<file path="config.mk">
export PLATFORM = sky130hd
export DESIGN_NAME = pb_add_sequencer
export DESIGN_NICKNAME = d
export VERILOG_FILES = /design/src/rtl/pb_add_pkg.sv /design/src/rtl/full_adder.sv /design/src/rtl/pb_add_sequencer.sv
export SDC_FILE = /design/constraint.sdc
export NUM_CORES = 1
export LEC_CHECK = 0
export CORE_UTILIZATION = 60
export DETAILED_ROUTE_END_ITERATION = 6
export PLACE_DENSITY_LB_ADDON = 0.08
export SLEW_MARGIN = 20
export SYNTH_ARGS = -nofsm -noshare
export SYNTH_HDL_FRONTEND = slang
export SYNTH_SLANG_ARGS = --single-unit
</file>
<file path="constraint.sdc">
create_clock -name clk -period 2.95 [get_ports clk]
set_input_delay 0.295 -clock clk [delete_from_list [all_inputs] [get_ports clk]]
set_output_delay 0.295 -clock clk [all_outputs]
set_load 0.03 [all_outputs]
</file>
<file path="src/rtl/pb_add_pkg.sv">
// pb_add_pkg: shared state encoding, default sizing and index-width helper
package pb_add_pkg;
  typedef enum logic [1:0] {IDLE, ADD, DONE} state_t;
  localparam int DEF_WIDTH = 4;
  localparam int DEF_SYNC_STAGES = 2;
  function automatic int idx_w(input int width);
    return $clog2(width + 2);
  endfunction
endpackage

</file>
<file path="src/rtl/full_adder.sv">
// full_adder: single-bit combinational full adder
module full_adder (
  input  logic a,
  input  logic b,
  input  logic cin,
  output logic s,
  output logic cout
);
  assign s = a ^ b ^ cin;
  assign cout = (a & b) | (cin & (a ^ b));
endmodule

</file>
<file path="src/rtl/pb_add_sequencer.sv">
// pb_add_sequencer: pushbutton-driven bit-serial add/accumulate controller
// around one full adder; results publish atomically with a done pulse.
module pb_add_sequencer
  import pb_add_pkg::*;
#(
  parameter int WIDTH = DEF_WIDTH,
  parameter int SYNC_STAGES = DEF_SYNC_STAGES
) (
  input  logic             clk,
  input  logic             rst_n,
  input  logic             pb1,
  input  logic             pb2,
  input  logic             pb3,
  input  logic             pb4,
  input  logic             pb5,
  input  logic [WIDTH-1:0] y,
  output logic [WIDTH+1:0] sum,
  output logic             cout,
  output logic             busy,
  output logic             done
);
  localparam int W = WIDTH + 2;
  localparam int IW = idx_w(WIDTH);
  logic [4:0] pb_raw, act;
  assign pb_raw = {pb5, pb4, pb3, pb2, pb1};
  for (genvar i = 0; i < 5; i++) begin : g_btn
    logic [SYNC_STAGES:0] sh_q, sh_d;
    logic act_q, act_d;
    // top bit is the extra delay flop used for rising-edge detection
    always_comb begin
      sh_d = {sh_q[SYNC_STAGES-1:0], pb_raw[i]};
      act_d = sh_q[SYNC_STAGES-1] & ~sh_q[SYNC_STAGES];
    end
    always_ff @(posedge clk or negedge rst_n) begin
      if (!rst_n) begin
        sh_q <= '0;
        act_q <= 1'b0;
      end else begin
        sh_q <= sh_d;
        act_q <= act_d;
      end
    end
    assign act[i] = act_q;
  end
  state_t state_q, state_d;
  logic [W-1:0] a_q, a_d, b_q, b_d, x_q, x_d, sr_q, sr_d, sum_q, sum_d;
  logic carry_q, carry_d, cout_q, cout_d, done_q, done_d;
  logic [IW-1:0] idx_q, idx_d;
  logic fa_s, fa_co;
  full_adder u_fa (
    .a   (x_q[idx_q]),
    .b   (b_q[idx_q]),
    .cin (carry_q),
    .s   (fa_s),
    .cout(fa_co)
  );
  always_comb begin
    state_d = state_q;
    a_d = a_q;
    b_d = b_q;
    x_d = x_q;
    sr_d = sr_q;
    carry_d = carry_q;
    idx_d = idx_q;
    sum_d = sum_q;
    cout_d = cout_q;
    done_d = 1'b0;
    if (act[4]) begin
      a_d = '0;
      b_d = '0;
      sum_d = '0;
      cout_d = 1'b0;
      carry_d = 1'b0;
      state_d = IDLE;
    end else begin
      case (state_q)
        IDLE: begin
          a_d = act[0] ? W'(y) : a_q;
          b_d = act[1] ? W'(y) : b_q;
          // a load in the same cycle drops any start request
          if (!(act[0] | act[1]) && (act[2] | act[3])) begin
            x_d = act[2] ? a_q : sum_q;
            carry_d = 1'b0;
            idx_d = '0;
            state_d = ADD;
          end
        end
        ADD: begin
          sr_d = {fa_s, sr_q[W-1:1]};
          carry_d = fa_co;
          idx_d = idx_q + 1'b1;
          state_d = (idx_q == IW'(W - 1)) ? DONE : ADD;
        end
        DONE: begin
          sum_d = sr_q;
          cout_d = carry_q;
          done_d = 1'b1;
          state_d = IDLE;
        end
        default: state_d = IDLE;
      endcase
    end
  end
  always_ff @(posedge clk or negedge rst_n) begin
    if (!rst_n) begin
      state_q <= IDLE;
      a_q <= '0;
      b_q <= '0;
      x_q <= '0;
      sr_q <= '0;
      carry_q <= 1'b0;
      idx_q <= '0;
      sum_q <= '0;
      cout_q <= 1'b0;
      done_q <= 1'b0;
    end else begin
      state_q <= state_d;
      a_q <= a_d;
      b_q <= b_d;
      x_q <= x_d;
      sr_q <= sr_d;
      carry_q <= carry_d;
      idx_q <= idx_d;
      sum_q <= sum_d;
      cout_q <= cout_d;
      done_q <= done_d;
    end
  end
  assign sum = sum_q;
  assign cout = cout_q;
  assign done = done_q;
  assign busy = state_q != IDLE;
endmodule

</file>
==> out/results.txt, run 1 <==
status -> finished clean
total of fill cells in the finished design -> 249
Core Area -> 3390 um2
min Tclk post-route -> 2.10 ns
antenna violations before repair -> 0
final period utilization -> 71.3%
maximum VDD drop -> 0.466 mV
share of layout cells above drive strength 1 -> 17.5%
Vias -> 1249
clock latency on the worst-skew pair -> 0.37 ns
Layout Nets -> 196
root buf cell -> clkbuf_4
Die Y-Extent -> 61.8 um
CP max stage delay -> 0.67 ns
Yosys top cell area share -> 62.9%
Worst Path Max Fanout -> 12
Slew headroom -> 56.2%
worst setup path class -> register to primary output
largest cells by area after synthesis -> dfrtp_1 (63%), mux2_2 (4.7%), mux2i_1 (4.2%)
Clock Power Share -> 23.5%
critical path launch point type -> register
Synth Register Bits -> 54
Post-CTS Setup Repair Bufs -> 0
routability congestion estimate from global placement -> 0.740
pwr/cell area -> 711 nW/um2
CTS resizes -> 0
sequential share of power -> 55.5%
Crit. End Element -> primary output
vias in the first global route -> 1231
Async SR Flop Fraction -> 100%
PortBufs -> 19
Comb power frac -> 21.0%
worst min path class -> input port to register
largest net degree at the start of global routing -> 55
required time worst endpoint -> 2.65 ns
sequential share of the synthesized area -> 62.9%
effective utilization at floorplan -> 63.4%
setup TNS -> 0 ns
Setup Skew -> 0.0126 ns
Max Cap Viol -> 0
post-route ant nets -> 0
final global-route overflow total -> 0
via/cell ratio -> 5.45
Rows -> 21
n_diodes -> 0
Sw Share -> 29.7%
Worst-path clk slew -> 0.15 ns
critical path's slowest cell -> clkdlybuf4s50_1
footprint of the multi-input gates -> 741 um2
Iter 0 DRT Violations -> 112
Top FF cell, synth -> dfrtp_1
dpl cell area -> 2350 um2
Syn Nets -> 177
Area growth syn-to-layout -> 13.6%
Post-synth top cells -> dfrtp_1 (54), nand2_1 (18), nor2_1 (14)
htree depth -> 2
CP arrival -> 1.81 ns
Remaining DRCs -> 0
Post-synth EDFFs -> 0
syn avg cell area -> 13.2 um2
Least-Margin Pin Slew -> 0.657 ns
fin area -> 2440 um2
register area -> 1350 um2
TritonCTS clock tree -> built
GRT Total Usage -> 22.6%
final WL -> 3660 um
die width -> 61.8 um
warning count from the yosys run -> 0
Hold Buf Count CTS -> 0
worst r2r path cells -> 6
Cell variety after synth -> 31
hpwl dp -> 2600 um
Final Hold Fails -> 0
Final setup viols -> 0
CTS Buffer Depth -> 2
die footprint -> 3820 um2
Switch Pwr -> 0.000515 W
Worst Hold Depth -> 1
Syn Inst Count -> 163
Initial DRT Pass Iterations -> 4
max frequency -> 476 MHz
static leakage -> 1.10 nW
RSZ-0062 raised after global routing -> no
Yosys top cell by area -> dfrtp_1
clk sinks -> 54
worst path cell trace -> or2_4 -> clkdlybuf4s50_1
first-pass GRT wire length -> 5870 um
Final Max Slew Viols -> 0
Int Pwr -> 0.00122 W
CTS Buf Count -> 5
Top-Level Pins -> 20
count leader, synth -> dfrtp_1
synthesized area -> 2150 um2
drt wl/cell -> 16.0 um
critical path: cells and delay by family (launching register included):
family	cells	cell delay, ns
buffers and inverters	1	0.67
AND/OR/NAND/NOR	1	0.19
flip-flops	1	0.58
registers in the layout, summed over array words and instances, names as in the netlist, 2 cells and up:
register / count
a_q: 4
b_q: 4
g_btn.act_q: 5
g_btn.sh_q: 15
idx_q: 3
sr_q: 6
state_q: 2
sum: 6
x_q: 6
metal layers:
metal | track usage [%] | wire length, um | up-vias
met4 | 6.67 | 24 | 0
met1 | 30.0 | 1700 | 634
met2 | 36.3 | 1840 | 24
li1 | - | - | 589
met3 | 6.83 | 102 | 2
met5 | 0 | 0 | -
final cells by class:
| cell class | count | area share (%) |
|---|---|---|
| Inverter | 3 | 0.462 |
| Multi-Input combinational cell | 98 | 30.4 |
| Clock buffer | 5 | 1.54 |
| Timing Repair Buffer | 20 | 8.10 |
| Sequential cell | 54 | 55.4 |
| Clock inverter | 3 | 1.79 |
| Tap cell | 46 | 2.36 |
path summary, 6_finish.rpt:
| kind | startpoint | slack (ns) | to |
|---|---|---|---|
| worst max-delay path | state_q[0] | 0.85 | busy |
| worst min-delay path | pb4 | 0.34 | g_btn[3].sh_q[0] |
| worst max register to register | idx_q[0] | 0.95 | carry_q |
| worst min register to register | g_btn[1].sh_q[0] | 0.37 | g_btn[1].sh_q[1] |
| max in group asynchronous | rst_n | 2.04 | state_q[0] |
| min in group asynchronous | rst_n | 0.48 | sr_q[5] |
power groups by stage:
stage | logic [W] | registers [W] | clock network (W)
floorplan | 0.000287 | 0.000935 | 0
global placement | 0.000348 | 0.000970 | 0
detailed placement | 0.000366 | 0.000981 | 0
CTS | 0.000367 | 0.000965 | 0.000414
global route | 0.000404 | 0.000985 | 0.000448
finish | 0.000365 | 0.000964 | 0.000408
cell families after synthesis:
logic type,after synthesis,share of synthesized area [%]
adder cells (fa/ha/maj),3,2.10
AO/OA/AOI/OAI,17,4.72
buffers and inverters,11,2.62
multiplexers,26,15.2
AND/OR/NAND/NOR,52,12.5
flip-flops,54,62.9
per-stage QoR:
step	setup WS, ns	hold slack, ns	util (%)	std cells	power (W)
after CTS	0.822	0.162	71.6	228	0.00175
after floorplan	1.11	-0.000591	-	163	0.00122
after detailed placement	0.988	0.337	69.2	220	0.00135
final	0.848	0.345	72.0	229	0.00174
after global placement	1.05	0.336	69.2	220	0.00132
after global routing	0.724	0.302	72.0	229	0.00184
cells in the final DEF, fill, tap and decap left out, drive strengths merged, types with 2 or more instances in the layout:
master,instances
dfrtp,54
nand2,18
clkdlybuf4s50,18
mux2,15
nor2,14
mux2i,9
a21oi,9
nor2b,8
clkbuf,5
inv,4
nor3b,3
mux4,2
o22a,2
o21ai,2
ha,2
or2,2
Note: power is estimated with default switching activity, not from simulation.
==> run 2, diff against run 1 <==
--- a/config.mk
+++ b/config.mk
@@ -5,7 +5,7 @@
 export SDC_FILE = /design/constraint.sdc
 export NUM_CORES = 1
 export LEC_CHECK = 0
-export CORE_UTILIZATION = 60
+export CORE_UTILIZATION = 50
 export DETAILED_ROUTE_END_ITERATION = 6
 export PLACE_DENSITY_LB_ADDON = 0.08
 export SLEW_MARGIN = 20
==> constraint.sdc (replaced) <==
create_clock -name clk -period 1.75 [get_ports clk]
set_input_delay 0.175 -clock clk [delete_from_list [all_inputs] [get_ports clk]]
set_output_delay 0.175 -clock clk [all_outputs]
set_load 0.03 [all_outputs]
==> run 2 against run 1 <==
Final cell count up 5.2%. Critical path type is now register to register. Total power up 81%. Clock skew fell by 0.0045 ns. Final area is 5.0% higher. The run now ends with setup timing left. Critical path depth is 4 higher. Critical endpoint is now carry_q. Clock-buffer cell count increased by 2. Die area is 19% higher. Largest cell class unchanged. Clock power increased by 98%. Non-clock buffer count up 8. Global-route usage shrank 2.4 points. Combinational power rose by 110%. Utilization shrank 8.9 points.
==> out/results.txt, run 2 (same netlist as run 1, synthesis figures left out) <==
status -> complete, but fails checks
failing checks -> setup timing
Setup Skew -> 0.00805 ns
Core Area -> 4060 um2
worst setup path start -> idx_q[0]
Final Hold Fails -> 0
Least-Margin Pin Slew -> 0.560 ns
maximum VDD drop -> 0.706 mV
PortBufs -> 19
post-route ant nets -> 0
delay-heaviest family, CP -> flip-flops
pwr/cell area -> 1230 nW/um2
most common cell after layout, fill and taps aside -> dfrtp_1
GRT Total Usage -> 20.2%
worst setup path class -> register to register
Post-CTS Setup Repair Bufs -> 0
critical path launch point type -> register
TritonCTS clock tree -> built
Comb power frac -> 24.0%
Remaining DRCs -> 0
Final Util -> 63.1%
clk sinks -> 54
Clock Power Share -> 25.8%
dpl cell area -> 2430 um2
Final setup viols -> 1
max reg flops -> 15
die width -> 67.6 um
htree depth -> 2
max frequency -> 571 MHz
Slew headroom -> 62.7%
worst hold start -> pb1
Iter 0 DRT Violations -> 80
CP max stage delay -> 0.45 ns
largest net degree at the start of global routing -> 33
total of fill cells in the finished design -> 314
antenna violations before repair -> 0
CP bufs+invs -> 0
Rows -> 23
Final Max Slew Viols -> 0
sequential share of power -> 50.3%
drt wl/cell -> 16.2 um
Switch Pwr -> 0.000894 W
clock latency on the worst-skew pair -> 0.31 ns
worst path cell trace -> mux4_2 -> nand2_2 -> fa_2 -> nor3b_2 -> nor2_1 -> a211oi_1
most frequent cells in the layout -> dfrtp_1 (53), nand2_1 (17), clkdlybuf4s50_1 (17)
CTS Buffer Depth -> 2
Int Pwr -> 0.00225 W
reg2reg start -> idx_q[0]
share of layout cells above drive strength 1 -> 23.0%
die footprint -> 4560 um2
worst min path class -> input port to register
CP arrival -> 1.97 ns
Die Y-Extent -> 67.6 um
Sw Share -> 28.5%
largest reg by FF count -> g_btn.sh_q
hpwl dp -> 2810 um
Area growth syn-to-layout -> 19.2%
effective utilization at floorplan -> 52.9%
critical path's slowest cell -> dfrtp_2
static leakage -> 1.17 nW
n_diodes -> 0
Vias -> 1266
Top-Level Pins -> 20
required time worst endpoint -> 1.97 ns
CTS Buf Count -> 5
via/cell ratio -> 5.25
vias in the first global route -> 1304
Initial DRT Pass Iterations -> 4
final WL -> 3900 um
RSZ-0062 raised after global routing -> yes
routability congestion estimate from global placement -> 0.892
Worst-path clk slew -> 0.09 ns
Worst Slack Setup Final -> -0.00274 ns
Layout Nets -> 204
Crit. End Element -> register
min Tclk post-route -> 1.75 ns
Worst Path Max Fanout -> 4
fin area -> 2560 um2
final period utilization -> 100%
first-pass GRT wire length -> 6380 um
root buf cell -> clkbuf_8
final global-route overflow total -> 0
Max Cap Viol -> 0
## run 2: cell type report
| type | instances | area (um2) | share of cell area (%) |
|---|---|---|---|
| Sequential cell | 54 | 1350 | 52.8 |
| Multi-Input combinational cell | 98 | 758 | 29.6 |
| Timing Repair Buffer | 28 | 270 | 10.6 |
| Clock buffer | 7 | 76.3 | 2.98 |
| Tap cell | 50 | 62.6 | 2.44 |
| Clock inverter | 1 | 30.0 | 1.17 |
| Inverter | 3 | 11.3 | 0.440 |
## run 2: per-stage QoR
stage	hold WS [ns]	setup slack, ns	std cells	setup TNS (ns)	total power [W]
after floorplan	-0.121	-0.0436	163	-0.280	0.00207
after global placement	0.179	-0.0201	232	-0.0201	0.00230
after detailed placement	0.197	-0.0821	232	-0.109	0.00234
after CTS	0.286	-0.0475	241	-0.0475	0.00316
after global routing	0.286	-0.0723	241	-0.135	0.00331
final	0.301	-0.00274	241	-0.00274	0.00314
## run 2: final timing paths
check | cells after the start | end | slack [ns]
max in group asynchronous | 3 | idx_q[0] | 0.81
worst min-delay path | 1 | g_btn[0].sh_q[0] | 0.30
min in group asynchronous | 2 | a_q[0] | 0.38
worst min register to register | 0 | g_btn[1].sh_q[1] | 0.36
worst max-delay path | 6 | carry_q | -0.003
worst max register to register | 6 | carry_q | -0.003
## run 2: metal layers
layer	share of wire (%)	global-route usage, %	up-vias
met1	45	26.2	629
met3	3.6	5.07	8
met5	0	0	-
li1	-	-	600
met2	49	32.1	29
met4	1.8	8.78	0
## run 2: power by group through the flow
stage	Sequential (W)	Combinational [W]	Clock, W
3_5_place_dp	0.00161	0.000730	0
6_report	0.00158	0.000752	0.000809
2_1_floorplan	0.00158	0.000491	0
4_1_cts	0.00158	0.000747	0.000836
3_3_place_gp	0.00160	0.000703	0
5_1_grt	0.00160	0.000827	0.000878
## run 2: what timing repair did
item / 4_1_cts / 5_1_grt
pin swaps: 4 / 5
gates cloned: 0 / 0
hold buffers: 1 / 0
endpoints found under the setup margin: 2 / 7
resized for setup: 3 / 2
hold endpoints to repair: 22 / 0
==> run 3, diff against run 2 <==
--- a/config.mk
+++ b/config.mk
@@ -5,7 +5,8 @@
 export SDC_FILE = /design/constraint.sdc
 export NUM_CORES = 1
 export LEC_CHECK = 0
-export CORE_UTILIZATION = 50
+export CORE_UTILIZATION = 53
+export CTS_BUF_LIST = sky130_fd_sc_hd__clkbuf_8
 export DETAILED_ROUTE_END_ITERATION = 6
 export PLACE_DENSITY_LB_ADDON = 0.08
 export SLEW_MARGIN = 20
==> run 3 against run 2 <==
Critical path depth unchanged. Utilization increased by 4.4 points. Via count increased by 2.0%. Flip-flop and latch count unchanged. Largest cell class unchanged. Critical endpoint unchanged. Non-clock buffer count decreased by 1. The run still ends with setup timing left. Global-route usage decreased by 0.39 points.
==> out/results.txt, run 3 (same netlist as run 1, synthesis figures left out) <==
worst min path class -> input port to register
RSZ-0062 raised after global routing -> yes
CP arrival -> 1.99 ns
worst hold start -> pb2
first-pass GRT wire length -> 6080 um
final period utilization -> 101%
Final Hold Fails -> 0
Worst Path Max Fanout -> 4
static leakage -> 1.16 nW
vias in the first global route -> 1268
reg2reg start -> idx_q[0]
Clock Power Share -> 23.3%
PortBufs -> 19
htree depth -> 2
largest reg by FF count -> g_btn.sh_q
Comb power frac -> 24.3%
max frequency -> 567 MHz
Vias -> 1291
min Tclk post-route -> 1.76 ns
post-route ant nets -> 0
share of layout cells above drive strength 1 -> 23.7%
Final Util -> 67.6%
Layout Nets -> 203
Int Pwr -> 0.00210 W
Top-Level Pins -> 20
TritonCTS clock tree -> built
total power -> 0.00303 W
max reg flops -> 15
maximum VDD drop -> 0.778 mV
via/cell ratio -> 5.42
CTS Buffer Depth -> 2
Post-CTS Setup Repair Bufs -> 0
Worst-path clk slew -> 0.10 ns
Max Cap Viol -> 0
Die Y-Extent -> 65.7 um
Sw Share -> 30.6%
sequential share of power -> 52.3%
die width -> 65.7 um
Area growth syn-to-layout -> 18.6%
n_diodes -> 0
Least-Margin Pin Slew -> 0.531 ns
Final Max Slew Viols -> 0
Slew headroom -> 64.5%
final global-route overflow total -> 0
clock latency on the worst-skew pair -> 0.31 ns
Initial DRT Pass Iterations -> 4
Iter 0 DRT Violations -> 57
required time worst endpoint -> 1.97 ns
failing checks -> setup timing
Switch Pwr -> 0.000929 W
most frequent cells in the layout -> dfrtp_1 (53), nand2_1 (17), clkdlybuf4s50_1 (17)
Rows -> 22
Core Area -> 3770 um2
clk sinks -> 54
status -> complete, but fails checks
most common cell after layout, fill and taps aside -> dfrtp_1
Setup Skew -> 0.0124 ns
root buf cell -> clkbuf_8
critical path launch point type -> register
pwr/cell area -> 1190 nW/um2
worst setup path class -> register to register
hpwl dp -> 2710 um
routability congestion estimate from global placement -> 0.805
drt wl/cell -> 15.4 um
largest net degree at the start of global routing -> 55
Remaining DRCs -> 0
effective utilization at floorplan -> 57.0%
CTS Buf Count -> 5
GRT Total Usage -> 19.8%
die footprint -> 4310 um2
Worst Slack Setup Final -> -0.0141 ns
Crit. End Element -> register
worst setup path start -> idx_q[0]
Final setup viols -> 1
final WL -> 3660 um
antenna violations before repair -> 0
## run 3: cell count changes in the layout (fill, tap and decap cells not counted), sizes merged
cell	before	now
bufinv	1	0
clkbuf	7	5
clkinv	0	1
buf	9	8
inv	3	5
## run 3: layout make-up
class | instances | area (um2)
Fill cell | 271 | 1220
Multi-Input combinational cell | 98 | 766
Clock buffer | 5 | 68.8
Timing Repair Buffer | 27 | 263
Inverter | 3 | 11.3
Tap cell | 48 | 60.1
Sequential cell | 54 | 1350
Clock inverter | 3 | 26.3
## run 3: worst paths after layout
kind	endpoint	slack, ns	cells past startpoint
setup / recovery	carry_q	-0.01	6
hold / removal	g_btn[1].sh_q[0]	0.29	1
setup reg to reg	carry_q	-0.01	6
hold reg to reg	g_btn[3].sh_q[1]	0.36	0
max in group asynchronous	sum[0]	1.14	3
min in group asynchronous	b_q[1]	0.36	3
## run 3: what timing repair did
item / in CTS / in global routing
endpoints found under the setup margin: 2 / 9
hold buffers: 1 / 0
pin swaps: 7 / 3
endpoints found under the hold margin: 54 / 0
gates resized for setup: 3 / 3
## run 3: power by group through the flow
stage	Combinational [W]	Sequential (W)	Clock [W]
final	0.000738	0.00159	0.000707
after global routing	0.000809	0.00161	0.000773
after CTS	0.000736	0.00159	0.000734
after detailed placement	0.000723	0.00161	0
after global placement	0.000694	0.00160	0
after floorplan	0.000491	0.00158	0
## run 3: through the flow
step	hold WS, ns	area, um2	setup slack [ns]	setup TNS (ns)	cells
detailed placement	0.186	2420	-0.103	-0.130	229
CTS	0.279	2530	-0.0736	-0.0736	238
floorplan	-0.121	2160	-0.0436	-0.280	163
finish	0.292	2550	-0.0141	-0.0141	238
global route	0.276	2550	-0.102	-0.159	238
global placement	0.183	2420	-0.0204	-0.0204	229
## run 3: per-layer routing
| layer | wire [um] | global-route usage, % |
|---|---|---|
| met4 | 69 | 8.70 |
| met3 | 112 | 4.69 |
| met2 | 1840 | 33.0 |
| met5 | 0 | 0 |
| met1 | 1630 | 24.5 |
## run 3: worst max-delay path: stages (launching register included)
cell      delay (ns)
dfrtp_2         0.45
mux4_2          0.35
nand2_2         0.06
fa_2            0.37
nor3b_4         0.19
nor2_1          0.06
a211oi_1        0.20
